$ cat src/rtl/pipelined_adder_nbit_if.sv
// Operand/result bundle for the pipelined add/subtract unit.
// Latency: none, wires only.
// Backpressure: ready_o flows back to the producer and ready_i to the unit.
interface pipelined_adder_nbit_if #(
    parameter int WIDTH = 16
);
    // Operand side
    logic             valid_i;
    logic             ready_o;
    logic [WIDTH-1:0] a_i;
    logic [WIDTH-1:0] b_i;
    logic             cin_i;
    logic             sub_i;

    // Result side
    logic             valid_o;
    logic             ready_i;
    logic [WIDTH-1:0] sum_o;
    logic             cout_o;
    logic             ovf_o;

    // The arithmetic unit itself
    modport slave (
        input  valid_i, a_i, b_i, cin_i, sub_i, ready_i,
        output ready_o, valid_o, sum_o, cout_o, ovf_o
    );

    // The surrounding datapath: operand producer plus result consumer
    modport master (
        output valid_i, a_i, b_i, cin_i, sub_i, ready_i,
        input  ready_o, valid_o, sum_o, cout_o, ovf_o
    );
endinterface

$ cat src/rtl/pipelined_adder_nbit.sv
// Pipelined WIDTH-bit add/subtract; the carry ripples one WIDTH/STAGES-bit chunk per stage.
// Latency: STAGES cycles from acceptance to valid_o; one result per cycle.
// Backpressure: global stall; the whole pipe holds while valid_o=1 and ready_i=0.
module pipelined_adder_nbit #(
    parameter int WIDTH  = 16,
    parameter int STAGES = 4
) (
    input  logic                   clk_i,
    input  logic                   rst_n_i,
    pipelined_adder_nbit_if.slave  bus
);

    // WIDTH must divide evenly into STAGES chunks
    localparam int C   = WIDTH / STAGES;
    localparam int MSB = WIDTH - 1;

    // One pipeline slot. The operands travel in full so that the high chunks
    // are still available to later stages and the operand MSBs reach the
    // last stage for the overflow flag. bp is B already inverted for subtract.
    typedef struct packed {
        logic             vld;
        logic             carry;
        logic [WIDTH-1:0] a;
        logic [WIDTH-1:0] bp;
        logic [WIDTH-1:0] sum;
    } stage_t;

    stage_t     src   [STAGES];
    stage_t     stg_d [STAGES];
    stage_t     stg_q [STAGES];
    logic [C:0] chunk [STAGES];
    logic       ovf_d;
    logic       ovf_q;
    logic       advance;

    // The pipe moves as a single unit: bubbles are not squeezed out during a stall
    assign advance     = !stg_q[STAGES-1].vld || bus.ready_i;
    assign bus.ready_o = advance;

    // Input of each stage: the operand ports for stage 0, the previous register otherwise
    always_comb begin
        src[0].vld   = bus.valid_i && advance;
        src[0].carry = bus.sub_i ? 1'b1 : bus.cin_i;
        src[0].a     = bus.a_i;
        src[0].bp    = bus.sub_i ? ~bus.b_i : bus.b_i;
        src[0].sum   = '0;
        for (int k = 1; k < STAGES; k++) begin
            src[k] = stg_q[k-1];
        end
    end

    // Each stage adds its own chunk and hands the carry to the next stage
    always_comb begin
        for (int k = 0; k < STAGES; k++) begin
            chunk[k] = {1'b0, src[k].a[k*C +: C]}
                     + {1'b0, src[k].bp[k*C +: C]}
                     + {{C{1'b0}}, src[k].carry};
            stg_d[k]               = src[k];
            stg_d[k].carry         = chunk[k][C];
            stg_d[k].sum[k*C +: C] = chunk[k][C-1:0];
        end
    end

    // Signed overflow: like-signed operands whose sum has the other sign
    assign ovf_d = (src[STAGES-1].a[MSB] == src[STAGES-1].bp[MSB])
                && (stg_d[STAGES-1].sum[MSB] != src[STAGES-1].a[MSB]);

    // Stage registers: cleared on reset, shift together on advance, hold otherwise
    always_ff @(posedge clk_i or negedge rst_n_i) begin
        if (!rst_n_i) begin
            for (int k = 0; k < STAGES; k++) begin
                stg_q[k] <= '0;
            end
            ovf_q <= 1'b0;
        end else if (advance) begin
            for (int k = 0; k < STAGES; k++) begin
                stg_q[k] <= stg_d[k];
            end
            ovf_q <= ovf_d;
        end
    end

    assign bus.valid_o = stg_q[STAGES-1].vld;
    assign bus.sum_o   = stg_q[STAGES-1].sum;
    assign bus.cout_o  = stg_q[STAGES-1].carry;
    assign bus.ovf_o   = ovf_q;

endmodule

$ cat src/flat_wrapper.sv
// flat-port wrapper written by rule: the top's interface ports become plain ports
module pipelined_adder_nbit_flat 
#(
    parameter int WIDTH  = 16,
    parameter int STAGES = 4
)
  (clk_i, rst_n_i, bus_valid_i, bus_a_i, bus_b_i, bus_cin_i, bus_sub_i, bus_ready_i, bus_ready_o, bus_valid_o, bus_sum_o, bus_cout_o, bus_ovf_o);
  pipelined_adder_nbit_if #(.WIDTH(WIDTH)) bus_i ();
  input  logic clk_i;
  input  logic rst_n_i;
  input wire logic [$bits(bus_i.valid_i)-1:0] bus_valid_i;
  input wire logic [$bits(bus_i.a_i)-1:0] bus_a_i;
  input wire logic [$bits(bus_i.b_i)-1:0] bus_b_i;
  input wire logic [$bits(bus_i.cin_i)-1:0] bus_cin_i;
  input wire logic [$bits(bus_i.sub_i)-1:0] bus_sub_i;
  input wire logic [$bits(bus_i.ready_i)-1:0] bus_ready_i;
  output wire logic [$bits(bus_i.ready_o)-1:0] bus_ready_o;
  output wire logic [$bits(bus_i.valid_o)-1:0] bus_valid_o;
  output wire logic [$bits(bus_i.sum_o)-1:0] bus_sum_o;
  output wire logic [$bits(bus_i.cout_o)-1:0] bus_cout_o;
  output wire logic [$bits(bus_i.ovf_o)-1:0] bus_ovf_o;
  assign bus_i.valid_i = bus_valid_i;
  assign bus_i.a_i = bus_a_i;
  assign bus_i.b_i = bus_b_i;
  assign bus_i.cin_i = bus_cin_i;
  assign bus_i.sub_i = bus_sub_i;
  assign bus_i.ready_i = bus_ready_i;
  assign bus_ready_o = bus_i.ready_o;
  assign bus_valid_o = bus_i.valid_o;
  assign bus_sum_o = bus_i.sum_o;
  assign bus_cout_o = bus_i.cout_o;
  assign bus_ovf_o = bus_i.ovf_o;
  pipelined_adder_nbit #(.WIDTH(WIDTH), .STAGES(STAGES)) u_core (.clk_i(clk_i), .rst_n_i(rst_n_i), .bus(bus_i));
endmodule
$ cat config.mk
export PLATFORM = sky130hd
export DESIGN_NAME = pipelined_adder_nbit_flat
export DESIGN_NICKNAME = d
export VERILOG_FILES = /design/src/rtl/pipelined_adder_nbit_if.sv /design/src/rtl/pipelined_adder_nbit.sv /design/src/flat_wrapper.sv
export SDC_FILE = /design/constraint.sdc
export NUM_CORES = 1
export LEC_CHECK = 0
export ABC_AREA = 1
export CAP_MARGIN = 20
export CORE_ASPECT_RATIO = 1.1
export CORE_MARGIN = 4
export CORE_UTILIZATION = 45
export DETAILED_ROUTE_END_ITERATION = 10
export DONT_BUFFER_PORTS = 1
export MAX_ROUTING_LAYER = met4
export PLACE_DENSITY = 0.61
export SLEW_MARGIN = 20
export SYNTH_ARGS = -nofsm -noshare
export SYNTH_HDL_FRONTEND = slang
export SYNTH_SLANG_ARGS = --single-unit
$ cat constraint.sdc
create_clock -name clk_i -period 3.6 [get_ports clk_i]
set_clock_uncertainty 0.15 [all_clocks]
set_input_delay 0.72 -clock clk_i [delete_from_list [all_inputs] [get_ports clk_i]]
set_output_delay 0.72 -clock clk_i [all_outputs]
set_load 0.05 [all_outputs]
# ---- Word level (Yosys, flattened, before mapping)
# Index checks and enable logic that the tools add are counted.
dict set report op_classes {
  n_addsub 8
  n_eq_ne 2
  mux 2
  bitwise_logic 1
  n_reduce_logical 4
}
# operator count
set op_table {}
lappend op_table {{adder 4 x 4 -> 5 bit} 4}
lappend op_table {{adder 5 x 1 -> 5 bit} 4}
lappend op_table {{two-way mux 16 bit} 1}
lappend op_table {{NOT 16 bit} 1}
lappend op_table {{logical AND 1 bit} 2}
lappend op_table {{equality test 1 bit} 1}
lappend op_table {{zero test 1 bit} 1}
lappend op_table {{logical OR 1 bit} 1}
lappend op_table {{two-way mux 1 bit} 1}
lappend op_table {{inequality test 1 bit} 1}
dict set report totals {
  regBits 145
  input_bits 38
  output_inout_bits 20
  word_cells 36
}

# ---- Depth between registers and ports, before layout
# Gate-level depths: netlist of run 1.
dict set report depth {
  depth_word 4
  mapped_depth 10
}

# ---- Worst setup path before layout of run 1
# OpenSTA, ideal clock, no wires.
dict set report synth_timing {
  kind {in2reg}
  startpoint {input port bus_sub_i}
  endpoint {register u_core.stg_q, in the netlist u_core.src[101]}
  setup_ns 0.083
  arrival_ns 2.256
  required_time_ns 3.367
  path_slack_ns 1.111
  cell_stages 7
  n_path_buf 2
  cell_sequence {buf_6 -> buf_8 -> or2_2 -> fa_1 -> inv_1 -> fa_1 -> o21ai_0}
}
dict set report synth_via {
  elab_chain_cells 3
  word_cells_on_any_way 4
  cone_classes {add/sub: 2; mux: 2}
}
# item line
set synth_rtl {}
lappend synth_rtl {{start: declaration} flat_wrapper.sv:15} ;# input wire logic [$bits(bus_i.sub_i)-1:0] bus_sub_i;
lappend synth_rtl {{two-way mux 16 bit} pipelined_adder_nbit.sv:45} ;# src[0].bp = bus.sub_i ? ~bus.b_i : bus.b_i;
lappend synth_rtl {{adder 4 x 4 -> 5 bit} pipelined_adder_nbit.sv:56} ;# + {1'b0, src[k].bp[k*C +: C]}
lappend synth_rtl {{adder 5 x 1 -> 5 bit (*)} pipelined_adder_nbit.sv:57} ;# + {{C{1'b0}}, src[k].carry};
lappend synth_rtl {{end signal: indexed assignment} pipelined_adder_nbit.sv:77} ;# stg_q[k] <= stg_d[k];
lappend synth_rtl {{end: declaration} pipelined_adder_nbit.sv:30} ;# stage_t stg_q [STAGES];
# Mark *: on every way between the ends. The rest lies on a longest branch, timed or not.
# A chain may end at the register's enable or synchronous reset.

# ---- Worst setup path in the final report of run 1
dict set report layout_timing {
  startpoint {register u_core.stg_q, in the netlist u_core.bus.valid_o}
  endpoint {output port bus_ready_o}
}
dict set report layout_via {
  elab_chain_cells 2
}
# item line
set layout_rtl {}
lappend layout_rtl {{zero test 1 bit} pipelined_adder_nbit.sv:37} ;# assign advance = !stg_q[STAGES-1].vld || bus.ready_i;
lappend layout_rtl {{logical OR 1 bit} pipelined_adder_nbit.sv:37}
lappend layout_rtl {{end: declaration} flat_wrapper.sv:17} ;# output wire logic [$bits(bus_i.ready_o)-1:0] bus_ready_o;
# No other way between the ends.

==> reports/metrics.cfg, run 1 <==
[outcome]
status=completed

[worst_setup_path]
crit_arrival_ps=1520
reg2reg_depth=4
ff2ff_setup_slack_ps=1290
critPathCaptureType=output port
r2r_end=u_core.src[130]$_DFFE_PN0N_
path_class=reg2out
crit_path_start_kind=flip-flop
path_max_fanout=16
worst-endpoint-required_ps=2730
r2r-start=u_core.bus.valid_o$_DFFE_PN0N_

[route]
num_vias=2851
drt-initial-drc-count=176
wl_um=7589
wl_per_cell_um=12.67
viasPerCell=4.760
firstDrtPassIters=4
drc=0
antenna_left=0

[clocking]
h-tree-depth=3
cts_tree=built
clock_sinks=97
cts-hold-fix-buffers=1
insertion_delay_ps=360
clock_path_buffers=2
postCtsSetupRepairBufs=0
clk_pin_slew_ps=90
clockRootBuffer=clkbuf_8
numCtsBuffers=9
ctsResizeCount=0

[global_route]
grt_usage_pct=14.94
grt_pass1_wl_um=13340
antenna_found_initial=0
grt_max_degree=111
grt_pass1_vias=2849
globalRouteOverflowTotal=0

[floorplanning]
core_area_um2=9444
start_util_pct=46.34
core.rowCount=37
dieArea_um2=11370
die_w_um=102.0
die_h_um=111.4
io_pins=58

[logic_synthesis]
synth_area_um2=4377
synth-edff-count=0
synth_top_area_cell=dfrtp_1
synth-seq-cells=97
syn_inst=485
ys_types=23
async_flop_share_pct=100.0
synthesis.nets=543
synth_area_leaders=dfrtp_1 (55%), nand2_1 (19%), o21ai_0 (3.8%)
synth.avg_cell_area_um2=9.024
yosysTopAreaCellShare_pct=55.46
ys.flop_type=dfrtp_1
synth_common_cells=nand2_1 (226), dfrtp_1 (97), o21ai_0 (33)
synth_most_common_cell=nand2_1
ys_seq_area_share_pct=55.46
yosys_warnings=0

[final_layout]
antenna_cells=0
layout-drive-gt1-share_pct=5.394
nets=535
synthToLayoutAreaGrowth_pct=6.204
fillCellCount=920
fin_area_um2=4648

[timing]
slew_headroom_pct=30.37
hold_violations=0
fmax_mhz=418.4
tightest_slew_ps=1044
fin_setup_tns_ps=0
setup_violations=0
period_share_pct=66.39
post-route-min-period_ps=2390
report.final.slew_viol_count=0
rsz0062_at_grt=false

[placed_design]
hpwlAfterDp_um=4812
globalplace.congestion=0.8219
place_area_um2=4387
io_buffers=0

[power]
p_leak_nw=2.389
power_density_nw_per_um2=914.0
peakVddDrop_mv=0.7384

[worst_hold_path]
hp-class=in2async

[run]
maxCapViolations=0

-- area by class of cell --
class | instances | area (um2) | share of cell area, %
tap | 117 | 146.4 | 3.149
clock inverter | 5 | 82.58 | 1.777
sequential | 97 | 2427 | 52.22
clock buffer | 11 | 151.4 | 3.257
inverter | 29 | 108.9 | 2.342
multi-input combinational | 336 | 1682 | 36.18
timing repair buffer | 4 | 50.05 | 1.077
-- per-stage QoR --
stage	worst slack (ps)	cells	power, mW	util, %	hold slack, ps
after detailed placement	1321	582	3.465	46.45	279.4
final	1210	599	4.249	49.22	99.73
after floorplan	1111	485	3.209	-	269.8
after CTS	1174	599	4.319	49.22	130.9
after global placement	1348	582	3.411	46.45	279.9
after global routing	1085	599	4.659	49.22	143.6
-- power by group --
group | switching, mW | total (mW) | internal, mW | leakage (nW)
sequential | 0.648 | 2.21 | 1.56 | 1.18
clock | 0.366 | 0.799 | 0.433 | 0.120
combinational | 0.759 | 1.24 | 0.481 | 1.09
-- per-layer routing --
metal / vias to the layer above / global-route usage, % / share of wire [%]
met1: 1311 / 21.72 / 52
met5: - / - / 0
met3: 8 / 3.383 / 4.2
met2: 54 / 20.11 / 42
li1: 1478 / - / -
met4: 0 / 6.037 / 1.6
-- how the worst max path moves through the flow --
stage                              startpoint                               end  slack (ps)  depth (start not counted)
6_report       u_core.bus.valid_o$_DFFE_PN0N_                       bus_ready_o        1210                          3
5_1_grt        u_core.bus.valid_o$_DFFE_PN0N_  u_core.bus.sum_o[15]$_DFFE_PN0N_        1080                          6
4_1_cts        u_core.bus.valid_o$_DFFE_PN0N_                       bus_ready_o        1170                          3
3_5_place_dp   u_core.bus.valid_o$_DFFE_PN0N_     u_core.bus.cout_o$_DFFE_PN0N_        1320                          6
3_3_place_gp                        bus_sub_i       u_core.src[101]$_DFFE_PN0N_        1350                          5
2_1_floorplan                       bus_sub_i       u_core.src[101]$_DFFE_PN0N_        1110                          7
-- worst max-delay path: stages (launching register included) --
cell and delay (ps):
dfrtp_1 570, inv_1 180, nor2_4 40, inv_2 360
-- cell families (layout without fill, tap and decap cells) --
kind of cell	after synthesis	after routing	synth area share (%)
DFF	97	97	55.46
AOI/OAI and AO/OA	43	43	5.146
adders and majority gates	20	20	7.090
xor gates and xnor gates	17	17	3.402
and+or+nand+nor	256	256	22.78
buffers and inverters	52	49	6.117
-- layout by cell type, fill, tap and decap left out, types with 2 or more instances in the layout --
cell type / instances
ha_1: 12
inv_6: 2
a21oi_1: 6
bufinv_16: 2
or2_2: 2
nand2_1: 226
xnor2_1: 13
nor2_1: 9
clkbuf_8: 11
xor2_1: 4
buf_4: 3
fa_1: 8
o21ai_1: 2
nand3_1: 17
dfrtp_1: 97
inv_1: 28
o21ai_0: 33
-- sequential cells by signal, summed over array words and instances (netlist names) --
| name | count |
|---|---|
| u_core.src | 78 |
| u_core.bus.sum_o | 16 |
| u_core.bus.cout_o | 1 |
| u_core.bus.ovf_o | 1 |
| u_core.bus.valid_o | 1 |
No activity file was read; power rests on OpenSTA's default activity.
==> inputs of run 2 (changes only) <==
Clock period 3.6 ns to 2.4 ns, I/O delays scaled along.
==> run 2 against run 1 <==
  * The run now ends with hold timing left
  * First-iteration DRC count shrank 13%
  * Sequential share of layout area shrank 0.056 points
  * Critical path depth grew 3
  * Total power grew 51%
  * Clock power grew 55%
  * Combinational power grew 51%
  * Flip-flop and latch count is the same
  * Critical path type is now reg2reg
  * Via count grew 0.39%
  * Register-to-register slack lost 740 ps
==> reports/metrics.cfg, run 2 (same netlist as run 1, synthesis figures left out) <==
[floorplanning]
io_pins=58
dieArea_um2=11370
die_h_um=111.4
core_area_um2=9444
start_util_pct=46.34
core.rowCount=37
die_w_um=102.0

[timing]
post-route-min-period_ps=1849
hold_violations=97
rsz0062_at_grt=false
fin_setup_tns_ps=0
post-route-worst-setup-slack_ps=550.9
report.final.slew_viol_count=0
slew_headroom_pct=65.12
hold_ws_ps=-327.9
fmax_mhz=540.8
period_share_pct=77.05
tightest_slew_ps=523.1
setup_violations=0

[worst_setup_path]
cpPeakStageDelay_ps=470
crit_path_start_kind=flip-flop
path_class=reg2reg
path_max_fanout=2
worst-endpoint-required_ps=2490
r2r-start=u_core.src[28]$_DFFE_PN0N_
cpLargestDelayFamily=adder cells
crit_arrival_ps=1940
slowest_stage=fa_1
cp_cell_sequence=fa_1, fa_1, nand2_1, inv_1, o21ai_1, nand3_1
critPathCaptureType=flip-flop
cp-startpoint=u_core.src[28]$_DFFE_PN0N_
critPathBufInv=1
crit_top_cell=fa_1

[final_layout]
largest_reg_flops=78
utilization_pct=49.27
stdcell_count=599
layout_commonest_cell=nand2_1
fillCellCount=941
fin_area_um2=4653
nets=536
final_cell_mix=nand2_1 (226), dfrtp_1 (97), o21ai_0 (33), inv_1 (28), nand3_1 (17)
ff_latch_area_um2=2427
layout-drive-gt1-share_pct=5.394
antenna_cells=0
multiInputGateArea_um2=1682
synthToLayoutAreaGrowth_pct=6.318

[route]
wl_per_cell_um=12.55
drc=0
drt-initial-drc-count=153
firstDrtPassIters=4
antenna_left=0
route.met2.wl_um=3266
num_vias=2862
top_layer=met4
met3WireLength_um=290
wl_um=7518
viasPerCell=4.778
wirelength_met1_um=3832

[global_route]
grt_pass1_wl_um=13210
grt_max_degree=111
antenna_found_initial=0
globalRouteOverflowTotal=0
grt_pass1_vias=2886
grt_usage_pct=14.67

[power]
power_mw=6.397
p_leak_nw=2.385
power_density_nw_per_um2=1375
peakVddDrop_mv=0.9401

[placed_design]
hpwlAfterDp_um=4827
io_buffers=0
placed_cells_incl_taps=584
post-place-ws_ps=373.9
globalplace.congestion=0.7897
place_area_um2=4414

[clocking]
postCtsSetupRepairBufs=0
cts_tree=built
h-tree-depth=3
insertion_delay_ps=350
clk_pin_slew_ps=90
clock_sinks=97
numCtsBuffers=9
clock_path_buffers=2
clockRootBuffer=clkbuf_8

[run]
maxCapViolations=0

[outcome]
violations=hold timing
status=finished, violations left

[worst_hold_path]
hp-class=in2async

==> run 2: layout make-up <==
cell class              count  share of cell area (%)
inverters                  29                   2.339
multi-input cells         336                   36.14
repair buffers              5                   1.076
well taps                 117                   3.146
flip-flops and latches     97                   52.16
clock inverters             6                   2.474
clock buffers               9                   2.662
==> run 2: path summary, 6_finish.rpt <==
check	end	slack [ps]	cells past startpoint
worst min register to register	u_core.bus.valid_o$_DFFE_PN0N_	310	2
worst min-delay path	u_core.src[47]$_DFFE_PN0N_	-330	0
max in group asynchronous	u_core.src[91]$_DFFE_PN0N_	2300	0
worst max register to register	u_core.bus.cout_o$_DFFE_PN0N_	550	6
worst max-delay path	u_core.bus.cout_o$_DFFE_PN0N_	550	6
min in group clk_i	u_core.src[146]$_DFFE_PN0N_	80	2
==> run 2: per-layer routing <==
layer / up-vias / track usage [%]
met5: - / -
met4: 0 / 5.599
met3: 12 / 3.070
met2: 57 / 21.20
met1: 1315 / 20.34
li1: 1478 / -
==> run 2: where the power goes <==
| group | internal, mW | total, mW | switching, mW |
|---|---|---|---|
| Combinational | 0.733 | 1.87 | 1.14 |
| Sequential | 2.34 | 3.28 | 0.939 |
| Clock | 0.694 | 1.24 | 0.550 |
==> run 2: repair_timing <==
item                                    4_1_cts  5_1_grt
resized for setup                             0        0
endpoints found under the setup margin        0        0
endpoints found under the hold margin        97       97
==> inputs of run 3 (changes only) <==
Settings changed: PLACE_DENSITY 0.61 to 0.63.
Clock period 2.4 ns to 1.5 ns, I/O delays scaled along.
==> run 3 against run 2 <==
  * Core utilization up 5.5 points
  * Sequential share of layout area down 5.0 points
  * Total power up 69%
  * Sequential power up 62%
  * Non-clock buffer count up 39
  * Critical endpoint is now u_core.bus.sum_o[14]$_DFFE_PN0N_
  * Critical path depth down 1
  * Maximum frequency up 6.2%
  * Largest cell class unchanged
  * Global-route usage up 1.6 points
  * Via count up 8.9%
  * The run ends with hold timing, setup timing left
==> reports/metrics.cfg, run 3 (same netlist as run 1, synthesis figures left out) <==
[final_layout]
fillCellCount=859
multiInputGateArea_um2=1783
layout_commonest_cell=nand2_1
layout-drive-gt1-share_pct=15.52
nets=575
antenna_cells=0
largest_reg_flops=78
final_cell_mix=nand2_1 (217), dfrtp_1 (87), o21ai_0 (28), dlygate4sd3_1 (26), inv_1 (21)
synthToLayoutAreaGrowth_pct=18.21
ff_latch_area_um2=2440

[route]
wl_per_cell_um=13.62
firstDrtPassIters=4
wl_um=8705
antenna_left=0
drc=0
viasPerCell=4.879
num_vias=3118
drt-initial-drc-count=187

[clocking]
clockRootBuffer=clkbuf_8
h-tree-depth=3
cts_tree=built
insertion_delay_ps=370
clk_pin_slew_ps=90
numCtsBuffers=9
clock_path_buffers=2
clock_sinks=97

[placed_design]
globalplace.congestion=0.8157
io_buffers=0
post-place-ws_ps=-241.8
hpwlAfterDp_um=5013

[global_route]
grt_pass1_wl_um=14290
grt_usage_pct=16.24
globalRouteOverflowTotal=0
antenna_found_initial=0
grt_max_degree=98
grt_pass1_vias=3182

[worst_setup_path]
crit_path_start_kind=flip-flop
path_class=reg2reg
path_max_fanout=2
reg2reg_depth=5
r2r-start=u_core.src[28]$_DFFE_PN0N_
r2r_end=u_core.bus.sum_o[14]$_DFFE_PN0N_
critPathCaptureType=flip-flop
crit_arrival_ps=1860
ff2ff_setup_slack_ps=-240
worst-endpoint-required_ps=1620

[outcome]
status=finished, violations left
violations=hold timing, setup timing

[timing]
setup_violations=13
hold_violations=97
slew_headroom_pct=57.92
period_share_pct=116.0
rsz0062_at_grt=true
tightest_slew_ps=631.1
post-route-worst-setup-slack_ps=-240.5
report.final.slew_viol_count=0
hold_ws_ps=-529.0
post-route-min-period_ps=1741
fmax_mhz=574.5

[power]
peakVddDrop_mv=1.253
p_leak_nw=2.592
power_density_nw_per_um2=2089
power_mw=10.81

[floorplanning]
die_h_um=111.4
io_pins=58
core_area_um2=9444
core.rowCount=37
dieArea_um2=11370
start_util_pct=46.34
die_w_um=102.0

[worst_hold_path]
hp-class=in2async

[run]
maxCapViolations=0

## run 3: per-layer routing
| layer | global-route usage [%] | part of all wire (%) | vias up |
|---|---|---|---|
| met2 | 23.58 | 46 | 53 |
| met5 | - | 0 | - |
| li1 | - | - | 1565 |
| met1 | 22.13 | 48 | 1489 |
| met4 | 6.474 | 1.9 | 0 |
| met3 | 3.634 | 4.5 | 11 |
## run 3: final cells by class
cell class | count | area share [%]
clock inverters | 4 | 0.5320
clock buffers | 12 | 2.805
inverters | 29 | 2.152
flip-flops and latches | 97 | 47.16
well taps | 117 | 2.829
repair buffers | 44 | 10.06
multi-input cells | 336 | 34.46
## run 3: timing repair
action	CTS	global route
hold buffers	27	1
resized for setup	9	31
cloned	2	1
pin swaps	3	13
endpoints found under the setup margin	11	43
setup buffers	4	3
hold endpoints to repair	122	98
## run 3: power by group
group | leakage, nW | switching [mW] | internal, mW
clock | 0.0907 | 0.882 | 0.653
combinational | 1.34 | 2.22 | 1.75
sequential | 1.16 | 1.52 | 3.78
## run 3: worst max-delay path by stage
| stage | startpoint | endpoint | slack [ps] |
|---|---|---|---|
| 2_1_floorplan | bus_sub_i | u_core.src[101]$_DFFE_PN0N_ | -450 |
| 3_3_place_gp | bus_cin_i | u_core.src[101]$_DFFE_PN0N_ | -210 |
| 3_5_place_dp | bus_b_i[0] | u_core.src[102]$_DFFE_PN0N_ | -240 |
| 4_1_cts | u_core.src[28]$_DFFE_PN0N_ | u_core.bus.cout_o$_DFFE_PN0N_ | -230 |
| 5_1_grt | u_core.src[28]$_DFFE_PN0N_ | u_core.bus.sum_o[14]$_DFFE_PN0N_ | -300 |
| 6_report | u_core.src[28]$_DFFE_PN0N_ | u_core.bus.sum_o[14]$_DFFE_PN0N_ | -240 |
## run 3: critical path, stage by stage, from the launching register on
cell	delay [ps]
dfrtp_1	410
fa_2	420
fa_2	360
nand2_2	70
inv_2	40
o31ai_2	210
## run 3: metrics by stage
stage | setup TNS (ps) | hold WS [ps] | utilization (%) | std cells | area [um2]
2_1_floorplan | -2062 | -145.6 | - | 485 | 4415
3_5_place_dp | -1717 | -140.0 | 47.42 | 586 | 4478
6_report | -1486 | -529.0 | 54.78 | 639 | 5174
3_3_place_gp | -1363 | -140.4 | 47.42 | 586 | 4478
4_1_cts | -1243 | -547.9 | 53.27 | 635 | 5031
5_1_grt | -2303 | -558.2 | 54.78 | 639 | 5174
